==> config.mk <==
export PLATFORM = sky130hd
export DESIGN_NAME = lcd_timing_flat
export DESIGN_NICKNAME = d
export VERILOG_FILES = /design/src/rtl/lcd_timing_pkg.sv /design/src/rtl/lcd_timing_if.sv /design/src/rtl/lcd_timing_axis.sv /design/src/rtl/lcd_timing.sv /design/src/flat_wrapper.sv
export SDC_FILE = /design/constraint.sdc
export NUM_CORES = 1
export LEC_CHECK = 0
export ABC_AREA = 1
export BUFFER_PORTS_ARGS = -buffer_cell sky130_fd_sc_hd__buf_2
export CORE_MARGIN = 1
export CORE_UTILIZATION = 40
export CTS_CLUSTER_SIZE = 40
export DETAILED_ROUTE_END_ITERATION = 8
export PLACE_DENSITY_LB_ADDON = 0.2
export SYNTH_ARGS = -nofsm -noshare
export SYNTH_HDL_FRONTEND = slang
export SYNTH_SLANG_ARGS = --single-unit
==> constraint.sdc <==
create_clock -name clock -period 4 [get_ports clock]
set_input_delay 0.6 -clock clock [delete_from_list [all_inputs] [get_ports clock]]
set_output_delay 0.6 -clock clock [all_outputs]
set_load 0.05 [all_outputs]
==> src/rtl/lcd_timing_pkg.sv <==
// -----------------------------------------------------------------------------
// lcd_timing_pkg
// Shared definitions for the LCD timing generator:
//   - 2-bit segment state encoding used by both the horizontal and the
//     vertical machine (ACTIVE -> FRONT -> SYNC -> BACK -> ACTIVE)
//   - default panel timing (800x480 visible area)
//   - output widths of the position and frame counters
// -----------------------------------------------------------------------------
package lcd_timing_pkg;

    // Segment states. Both axes share one encoding. The order is the visiting
    // order, so the successor of a state is simply the next code.
    localparam logic [1:0] SEG_ACTIVE = 2'd0;
    localparam logic [1:0] SEG_FRONT  = 2'd1;
    localparam logic [1:0] SEG_SYNC   = 2'd2;
    localparam logic [1:0] SEG_BACK   = 2'd3;

    // Default timing: clocks per pixel, then segment lengths in pixels / lines.
    localparam int DEF_TICK_DIV = 4;
    localparam int DEF_H_ACTIVE = 800;
    localparam int DEF_H_FP     = 40;
    localparam int DEF_H_SYNC   = 48;
    localparam int DEF_H_BP     = 40;
    localparam int DEF_V_ACTIVE = 480;
    localparam int DEF_V_FP     = 13;
    localparam int DEF_V_SYNC   = 3;
    localparam int DEF_V_BP     = 29;

    // Output widths.
    localparam int X_W  = 11;
    localparam int Y_W  = 10;
    localparam int FC_W = 32;

    // Successor segment; BACK wraps to ACTIVE through the 2-bit overflow.
    function automatic logic [1:0] seg_next(input logic [1:0] seg);
        return seg + 2'd1;
    endfunction

endpackage

==> src/rtl/lcd_timing_if.sv <==
// -----------------------------------------------------------------------------
// lcd_timing_if
// Bundle between the LCD timing generator and its consumers (panel pins and
// the frame-buffer streamer).
//   enable          : run request into the generator
//   lcd_tick        : one-clock pulse on the last clock of every pixel
//   lcd_pclk        : pixel clock to the panel
//   lcd_data_enable : current pixel is visible
//   lcd_hsync_n     : horizontal sync, active low
//   lcd_vsync_n     : vertical sync, active low
//   lcd_next_frame  : one-clock pulse, streamer flush/restart
//   lcd_x, lcd_y    : current column / line over the full line / frame
//   frame_count     : number of lcd_next_frame pulses since reset
// master = the timing generator, slave = the consumer side.
// -----------------------------------------------------------------------------
interface lcd_timing_if;
    import lcd_timing_pkg::*;

    logic            enable;
    logic            lcd_tick;
    logic            lcd_pclk;
    logic            lcd_data_enable;
    logic            lcd_hsync_n;
    logic            lcd_vsync_n;
    logic            lcd_next_frame;
    logic [X_W-1:0]  lcd_x;
    logic [Y_W-1:0]  lcd_y;
    logic [FC_W-1:0] frame_count;

    modport master (
        input  enable,
        output lcd_tick, lcd_pclk, lcd_data_enable, lcd_hsync_n, lcd_vsync_n,
        output lcd_next_frame, lcd_x, lcd_y, frame_count
    );

    modport slave (
        output enable,
        input  lcd_tick, lcd_pclk, lcd_data_enable, lcd_hsync_n, lcd_vsync_n,
        input  lcd_next_frame, lcd_x, lcd_y, frame_count
    );
endinterface

==> src/rtl/lcd_timing_axis.sv <==
// -----------------------------------------------------------------------------
// lcd_timing_axis
// One timing axis: a four-segment state machine (ACTIVE, FRONT, SYNC, BACK)
// with a segment counter and a position counter over the whole period.
// Used once for the horizontal axis (stepped by pixel ticks) and once for the
// vertical axis (stepped by line ends).
//   i_clock        : clock
//   i_reset_n      : synchronous active-low reset
//   i_run          : low clears the axis to ACTIVE / position 0
//   i_advance      : step one unit (pixel or line)
//   o_state_next   : state after this clock (ACTIVE while cleared)
//   o_pos          : position within the period, 0 .. total-1
//   o_wrap         : combinational pulse, the step that leaves BACK
// -----------------------------------------------------------------------------
module lcd_timing_axis
    import lcd_timing_pkg::*;
#(
    parameter int ACTIVE = 1,
    parameter int FRONT  = 1,
    parameter int SYNC   = 1,
    parameter int BACK   = 1,
    parameter int POS_W  = 11
) (
    input  logic             i_clock,
    input  logic             i_reset_n,
    input  logic             i_run,
    input  logic             i_advance,
    output logic [1:0]       o_state_next,
    output logic [POS_W-1:0] o_pos,
    output logic             o_wrap
);

    localparam logic [POS_W-1:0] LAST_ACTIVE = POS_W'(ACTIVE - 1);
    localparam logic [POS_W-1:0] LAST_FRONT  = POS_W'(FRONT - 1);
    localparam logic [POS_W-1:0] LAST_SYNC   = POS_W'(SYNC - 1);
    localparam logic [POS_W-1:0] LAST_BACK   = POS_W'(BACK - 1);

    logic [1:0]       r_state;
    logic [POS_W-1:0] r_seg_cnt;
    logic [POS_W-1:0] r_pos;
    logic [POS_W-1:0] w_seg_last;
    logic             w_seg_end;
    logic [1:0]       w_state_next;

    // Final count of the segment currently being visited.
    always_comb begin
        // NOTE: every combinational output gets a default before the case so
        // no path leaves it unassigned and no latch is inferred.
        w_seg_last = LAST_ACTIVE;
        case (r_state)
            SEG_FRONT: w_seg_last = LAST_FRONT;
            SEG_SYNC:  w_seg_last = LAST_SYNC;
            SEG_BACK:  w_seg_last = LAST_BACK;
            default:   w_seg_last = LAST_ACTIVE;
        endcase
    end

    assign w_seg_end = i_advance && (r_seg_cnt == w_seg_last);
    assign o_wrap    = w_seg_end && (r_state == SEG_BACK);

    always_comb begin
        w_state_next = r_state;
        if (!i_reset_n || !i_run) begin
            w_state_next = SEG_ACTIVE;
        end else if (w_seg_end) begin
            w_state_next = seg_next(r_state);
        end
    end

    always_ff @(posedge i_clock) begin
        // NOTE: sequential state uses non-blocking assignments so every
        // register samples the values from before this edge.
        if (!i_reset_n || !i_run) begin
            r_state   <= SEG_ACTIVE;
            r_seg_cnt <= '0;
            r_pos     <= '0;
        end else if (i_advance) begin
            r_state   <= w_state_next;
            r_seg_cnt <= w_seg_end ? '0 : r_seg_cnt + 1'b1;
            r_pos     <= o_wrap ? '0 : r_pos + 1'b1;
        end
    end

    assign o_state_next = w_state_next;
    assign o_pos        = r_pos;

endmodule

==> src/rtl/lcd_timing.sv <==
// -----------------------------------------------------------------------------
// lcd_timing
// Parallel-RGB LCD timing generator: pixel-rate divider, horizontal and
// vertical segment machines, registered panel strobes and a frame-start
// pulse for the frame-buffer streamer.
//   clock    : single clock
//   reset_n  : synchronous active-low reset (also clears frame_count)
//   lcd      : lcd_timing_if.master (enable in; tick, pclk, data enable,
//              syncs, next_frame, x, y, frame_count out)
// With enable low everything idles at ACTIVE/0 with strobes inactive;
// frame_count is held.
// -----------------------------------------------------------------------------
module lcd_timing
    import lcd_timing_pkg::*;
#(
    parameter int TICK_DIV = DEF_TICK_DIV,
    parameter int H_ACTIVE = DEF_H_ACTIVE,
    parameter int H_FP     = DEF_H_FP,
    parameter int H_SYNC   = DEF_H_SYNC,
    parameter int H_BP     = DEF_H_BP,
    parameter int V_ACTIVE = DEF_V_ACTIVE,
    parameter int V_FP     = DEF_V_FP,
    parameter int V_SYNC   = DEF_V_SYNC,
    parameter int V_BP     = DEF_V_BP
) (
    input  logic         clock,
    input  logic         reset_n,
    lcd_timing_if.master lcd
);

    localparam int             DIV_W    = $clog2(TICK_DIV);
    localparam logic [DIV_W-1:0] DIV_LAST = DIV_W'(TICK_DIV - 1);
    localparam logic [DIV_W-1:0] DIV_HALF = DIV_W'(TICK_DIV / 2);

    logic [DIV_W-1:0] r_div;
    logic             r_data_enable;
    logic             r_hsync_n;
    logic             r_vsync_n;
    logic             r_v_active;
    logic             r_next_frame;
    logic [FC_W-1:0]  r_frame_count;

    logic             w_tick;
    logic             w_line_end;
    logic             w_frame_start;
    logic [1:0]       w_h_state_next;
    logic [1:0]       w_v_state_next;
    logic [X_W-1:0]   w_x;
    logic [Y_W-1:0]   w_y;
    logic             w_unused_v_wrap;   // frame end; no output needs it

    // Pixel-rate divider; the tick is the last clock of each pixel period.
    assign w_tick = lcd.enable && (r_div == DIV_LAST);

    always_ff @(posedge clock) begin
        if (!reset_n || !lcd.enable) begin
            r_div <= '0;
        end else if (w_tick) begin
            r_div <= '0;
        end else begin
            r_div <= r_div + 1'b1;
        end
    end

    lcd_timing_axis #(
        .ACTIVE (H_ACTIVE),
        .FRONT  (H_FP),
        .SYNC   (H_SYNC),
        .BACK   (H_BP),
        .POS_W  (X_W)
    ) u_h_axis (
        .i_clock      (clock),
        .i_reset_n    (reset_n),
        .i_run        (lcd.enable),
        .i_advance    (w_tick),
        .o_state_next (w_h_state_next),
        .o_pos        (w_x),
        .o_wrap       (w_line_end)
    );

    lcd_timing_axis #(
        .ACTIVE (V_ACTIVE),
        .FRONT  (V_FP),
        .SYNC   (V_SYNC),
        .BACK   (V_BP),
        .POS_W  (Y_W)
    ) u_v_axis (
        .i_clock      (clock),
        .i_reset_n    (reset_n),
        .i_run        (lcd.enable),
        .i_advance    (w_line_end),
        .o_state_next (w_v_state_next),
        .o_pos        (w_y),
        .o_wrap       (w_unused_v_wrap)
    );

    // r_v_active mirrors "vertical machine is in ACTIVE", so seeing the next
    // state become FRONT marks the line end that closes the visible area.
    assign w_frame_start = r_v_active && (w_v_state_next == SEG_FRONT);

    // Strobes are registered from the next states: they move on the same
    // edge as x/y, i.e. only after a tick, and hold for the whole pixel.
    always_ff @(posedge clock) begin
        if (!reset_n || !lcd.enable) begin
            r_data_enable <= 1'b0;
            r_hsync_n     <= 1'b1;
            r_vsync_n     <= 1'b1;
            r_v_active    <= 1'b1;
            r_next_frame  <= 1'b0;
        end else begin
            r_data_enable <= (w_h_state_next == SEG_ACTIVE) &&
                             (w_v_state_next == SEG_ACTIVE);
            r_hsync_n     <= (w_h_state_next != SEG_SYNC);
            r_vsync_n     <= (w_v_state_next != SEG_SYNC);
            r_v_active    <= (w_v_state_next == SEG_ACTIVE);
            r_next_frame  <= w_frame_start;
        end
    end

    // Debug frame counter: cleared only by reset, held while disabled.
    always_ff @(posedge clock) begin
        if (!reset_n) begin
            r_frame_count <= '0;
        end else if (lcd.enable && w_frame_start) begin
            r_frame_count <= r_frame_count + 32'd1;
        end
    end

    assign lcd.lcd_tick        = w_tick;
    assign lcd.lcd_pclk        = lcd.enable && (r_div >= DIV_HALF);
    assign lcd.lcd_data_enable = r_data_enable;
    assign lcd.lcd_hsync_n     = r_hsync_n;
    assign lcd.lcd_vsync_n     = r_vsync_n;
    assign lcd.lcd_next_frame  = r_next_frame;
    assign lcd.lcd_x           = w_x;
    assign lcd.lcd_y           = w_y;
    assign lcd.frame_count     = r_frame_count;

endmodule

==> src/flat_wrapper.sv <==
// flat-port wrapper written by rule: the top's interface ports become plain ports
module lcd_timing_flat import lcd_timing_pkg::*;
#(
    parameter int TICK_DIV = DEF_TICK_DIV,
    parameter int H_ACTIVE = DEF_H_ACTIVE,
    parameter int H_FP     = DEF_H_FP,
    parameter int H_SYNC   = DEF_H_SYNC,
    parameter int H_BP     = DEF_H_BP,
    parameter int V_ACTIVE = DEF_V_ACTIVE,
    parameter int V_FP     = DEF_V_FP,
    parameter int V_SYNC   = DEF_V_SYNC,
    parameter int V_BP     = DEF_V_BP
)
  (clock, reset_n, lcd_enable, lcd_lcd_tick, lcd_lcd_pclk, lcd_lcd_data_enable, lcd_lcd_hsync_n, lcd_lcd_vsync_n, lcd_lcd_next_frame, lcd_lcd_x, lcd_lcd_y, lcd_frame_count);
  lcd_timing_if lcd_i ();
  input  logic clock;
  input  logic reset_n;
  input wire logic [$bits(lcd_i.enable)-1:0] lcd_enable;
  output wire logic [$bits(lcd_i.lcd_tick)-1:0] lcd_lcd_tick;
  output wire logic [$bits(lcd_i.lcd_pclk)-1:0] lcd_lcd_pclk;
  output wire logic [$bits(lcd_i.lcd_data_enable)-1:0] lcd_lcd_data_enable;
  output wire logic [$bits(lcd_i.lcd_hsync_n)-1:0] lcd_lcd_hsync_n;
  output wire logic [$bits(lcd_i.lcd_vsync_n)-1:0] lcd_lcd_vsync_n;
  output wire logic [$bits(lcd_i.lcd_next_frame)-1:0] lcd_lcd_next_frame;
  output wire logic [$bits(lcd_i.lcd_x)-1:0] lcd_lcd_x;
  output wire logic [$bits(lcd_i.lcd_y)-1:0] lcd_lcd_y;
  output wire logic [$bits(lcd_i.frame_count)-1:0] lcd_frame_count;
  assign lcd_i.enable = lcd_enable;
  assign lcd_lcd_tick = lcd_i.lcd_tick;
  assign lcd_lcd_pclk = lcd_i.lcd_pclk;
  assign lcd_lcd_data_enable = lcd_i.lcd_data_enable;
  assign lcd_lcd_hsync_n = lcd_i.lcd_hsync_n;
  assign lcd_lcd_vsync_n = lcd_i.lcd_vsync_n;
  assign lcd_lcd_next_frame = lcd_i.lcd_next_frame;
  assign lcd_lcd_x = lcd_i.lcd_x;
  assign lcd_lcd_y = lcd_i.lcd_y;
  assign lcd_frame_count = lcd_i.frame_count;
  lcd_timing #(.TICK_DIV(TICK_DIV), .H_ACTIVE(H_ACTIVE), .H_FP(H_FP), .H_SYNC(H_SYNC), .H_BP(H_BP), .V_ACTIVE(V_ACTIVE), .V_FP(V_FP), .V_SYNC(V_SYNC), .V_BP(V_BP)) u_core (.clock(clock), .reset_n(reset_n), .lcd(lcd_i));
endmodule
==> results.sh <==
export IMPL_io_buffers=61
export IMPL_power_density_nw_per_um2=321
export IMPL_row_count=40
export IMPL_irDropWorstVdd_v=0.000181
export IMPL_coreArea_um2=12000
export IMPL_final_max_slew_viol_count=0
export IMPL_cp_slowest_stage_delay_ns=0.43
export IMPL_synth_edf_count=0
export IMPL_die_w_um=113
export IMPL_hold_class="register to register"
export IMPL_htree_levels=3
export IMPL_synth_warnings=0
export IMPL_final_common_cell="nand2_1"
export IMPL_antenna_diode_count=0
export IMPL_synth_xor_area_share_pct=8.90
export IMPL_vias=4632
export IMPL_yosys_area_top_type="dfxtp_1"
export IMPL_busiest_layer="met2"
export IMPL_die_height_um=113
export IMPL_use_met1_pct=27.2
export IMPL_grt_pass1_vias=4234
export IMPL_grt_use_met2_pct=30.2
export IMPL_layout_common_cells="nand2_1 (135), nor2_1 (86), dfxtp_1 (85)"
export IMPL_nets=762
export IMPL_period_minus_slack_ns=2.94
export IMPL_leakagePower_uw=0.00223
export IMPL_met3_usage_pct=3.27
export IMPL_max_freq_mhz=341
export IMPL_synth_compound_area_share_pct=8.14
export IMPL_synth_area_um2=4920
export IMPL_endpoint_kind="register"
export IMPL_grt_pass1_wl_mm=20.2
export IMPL_cts_resized_gates=0
export IMPL_dr_pass1_iters=4
export IMPL_synth_area_leaders="dfxtp_1 (35%), nand2_1 (10%), nor2_1 (6.6%)"
export IMPL_arrival_ns=3.11
export IMPL_dp_hpwl_mm=8.84
export IMPL_hold_viol=0
export IMPL_drc=0
export IMPL_required_ns=4.17
export IMPL_crit_cells=13
export IMPL_grt_max_degree=35
export IMPL_synth_cell_types=38
export IMPL_slowest_stage="nand3_4"
export IMPL_cts_sinks=85
export IMPL_routed_wl_mm=12.0
export IMPL_fin_util_pct=46.7
export IMPL_worst_pin_slew_ns=1.12
export IMPL_syn_to_final_growth_pct=14.0
export IMPL_rsz0062_at_grt="no"
export IMPL_via_per_inst=5.16
export IMPL_yosys_area_share_simple_pct=36.0
export IMPL_initial_core_util_pct=41.0
export IMPL_fp_dieArea_um2=12700
export IMPL_ios=62
export IMPL_path_max_fanout=32
export IMPL_synth_top_family_by_area="simple AND/OR/NAND/NOR gates"
export IMPL_relSlewSlack_pct=25.2
export IMPL_async_flop_share_pct=0
export IMPL_clock_latency_ns=0.34
export IMPL_outcome="finished, final reports clean"
export IMPL_yosysSeqAreaShare_pct=34.6
export IMPL_r2r_cells=13
export IMPL_yosys_area_top_type_share_pct=34.6
export IMPL_synth_fa_ha_area_share_pct=3.31
export IMPL_cp_start_kind="register"
export IMPL_crit_family="simple AND/OR/NAND/NOR gates"
export IMPL_gp_congestion=0.894
export IMPL_critPathBufInv=3
export IMPL_postSynthCellCount=694
export IMPL_syn_nets=710
export IMPL_ant_nets=0
export IMPL_path_clk_slew_ns=0.06
export IMPL_numCtsBuffers=9
export IMPL_track_usage_pct=19.7
export IMPL_finClkSkew_ns=0.00665
export IMPL_synth_avg_cell_area_um2=7.09
export IMPL_crit_path_cell_trace="inv_1 > ha_1 > nand2_1 > inv_1 > nor2_1 > nand3_1 > nor2_2 > nand4_2 > a21oi_4 > buf_4 > nand3_4 > nand2_1 > a21oi_1"
export IMPL_cts_setup_buffers=0
export IMPL_drt_iter0_drc=259
export IMPL_cts_tree="built"
export IMPL_postCtsHoldBufs=0
export IMPL_grt_overflow=0
export IMPL_drive_gt1_share_pct=15.3
export IMPL_drv_cap=0
export IMPL_fin_crit_sh_pct=73.4
export IMPL_ys_ff_latch=85
export IMPL_clk_path_buf_depth=2
export IMPL_ys_flop_type="dfxtp_1"
export IMPL_antenna_found_initial=0
export IMPL_synthMuxAreaShare_pct=0
export IMPL_setup_violations=0
export IMPL_fin_setup_tns_ns=0
export IMPL_holdPathStages=1
export IMPL_root_buffer="clkbuf_16"
export IMPL_avgRoutedWirePerCell_um=13.3
export IMPL_crit_type="register to register"
==> registers in the layout, summed over array words and instances (netlist names) <==
register,count
u_core.lcd.lcd_hsync_n,1
u_core.lcd.frame_count,32
u_core.u_h_axis.o_pos,11
u_core.r_v_active,1
u_core.r_div,2
u_core.lcd.lcd_data_enable,1
u_core.lcd.lcd_next_frame,1
u_core.u_v_axis.r_state,2
u_core.u_v_axis.o_pos,10
u_core.u_h_axis.r_state,2
u_core.lcd.lcd_vsync_n,1
u_core.u_h_axis.r_seg_cnt,11
u_core.u_v_axis.r_seg_cnt,10
==> cell type report <==
class                           instances  area, um^2
Multi-Input combinational cell        507        2770
Clock inverter                          3        67.6
Timing Repair Buffer                   64         328
Inverter                               79         297
Tap cell                              147         184
Sequential cell                        85        1700
Clock buffer                           13         260
Fill cell                            1258        6400
==> synth_stat cells (7+ instances only) <==
cell type	count
ha_1	13
nand3_1	41
nand2_1	135
nor3_1	38
a21oi_1	38
a21oi_2	8
xnor2_1	15
dfxtp_1	85
nand4_1	45
nor2_1	86
o21ai_0	8
nand2_2	11
xor2_1	35
clkbuf_1	8
buf_6	7
inv_1	73
==> cells by family (layout without fill, tap and decap cells) <==
kind of cell | count (synthesis) | after routing
AO/OA/AOI/OAI | 66 | 66
XOR/XNOR | 50 | 50
adder cells (fa/ha/maj) | 13 | 13
buffers and inverters | 102 | 159
flip-flops | 85 | 85
AND/OR/NAND/NOR | 378 | 378
==> power breakdown <==
group	total [uW]	switching [uW]	internal (uW)
clock	920	338	582
sequential	849	0.950	848
combinational	29.7	24.1	5.60
==> stage by stage <==
stage	power (uW)	setup slack (ns)	hold slack (ns)	instance area [um^2]	cells
final	1800	1.06	0.445	5610	898
after global routing	1860	0.754	0.485	5610	898
after detailed placement	898	1.07	0.436	5280	882
after CTS	1820	1.07	0.446	5610	898
after global placement	898	1.15	0.427	5280	882
after floorplan	888	1.82	0.417	4920	694
==> worst paths after layout <==
check | from | end | slack, ns
worst min register to register | u_core.r_div[0]$_SDFF_PP0_ | u_core.r_div[0]$_SDFF_PP0_ | 0.44
worst max-delay path | u_core.u_v_axis.r_state[0]$_SDFFE_PP0N_ | u_core.lcd.frame_count[26]$_SDFFE_PN0P_ | 1.06
worst min-delay path | u_core.r_div[0]$_SDFF_PP0_ | u_core.r_div[0]$_SDFF_PP0_ | 0.44
worst max register to register | u_core.u_v_axis.r_state[0]$_SDFFE_PP0N_ | u_core.lcd.frame_count[26]$_SDFFE_PN0P_ | 1.06
==> worst reg2reg max path, cell delays in order (launching register included) <==
cell and delay, ns:
dfxtp_1 0.40, inv_1 0.11, ha_1 0.35, nand2_1 0.10, inv_1 0.04, nor2_1 0.13
nand3_1 0.11, nor2_2 0.16, nand4_2 0.16, a21oi_4 0.17, buf_4 0.34, nand3_4 0.43
nand2_1 0.18, a21oi_1 0.08
==> per-layer routing <==
metal / vias to the layer above / part of all wire, %
li1: 2379 / -
met1: 2141 / 51
met2: 95 / 43
met3: 17 / 3.9
met4: 0 / 2.1
met5: - / 0
(Power assumes the default switching activity.)
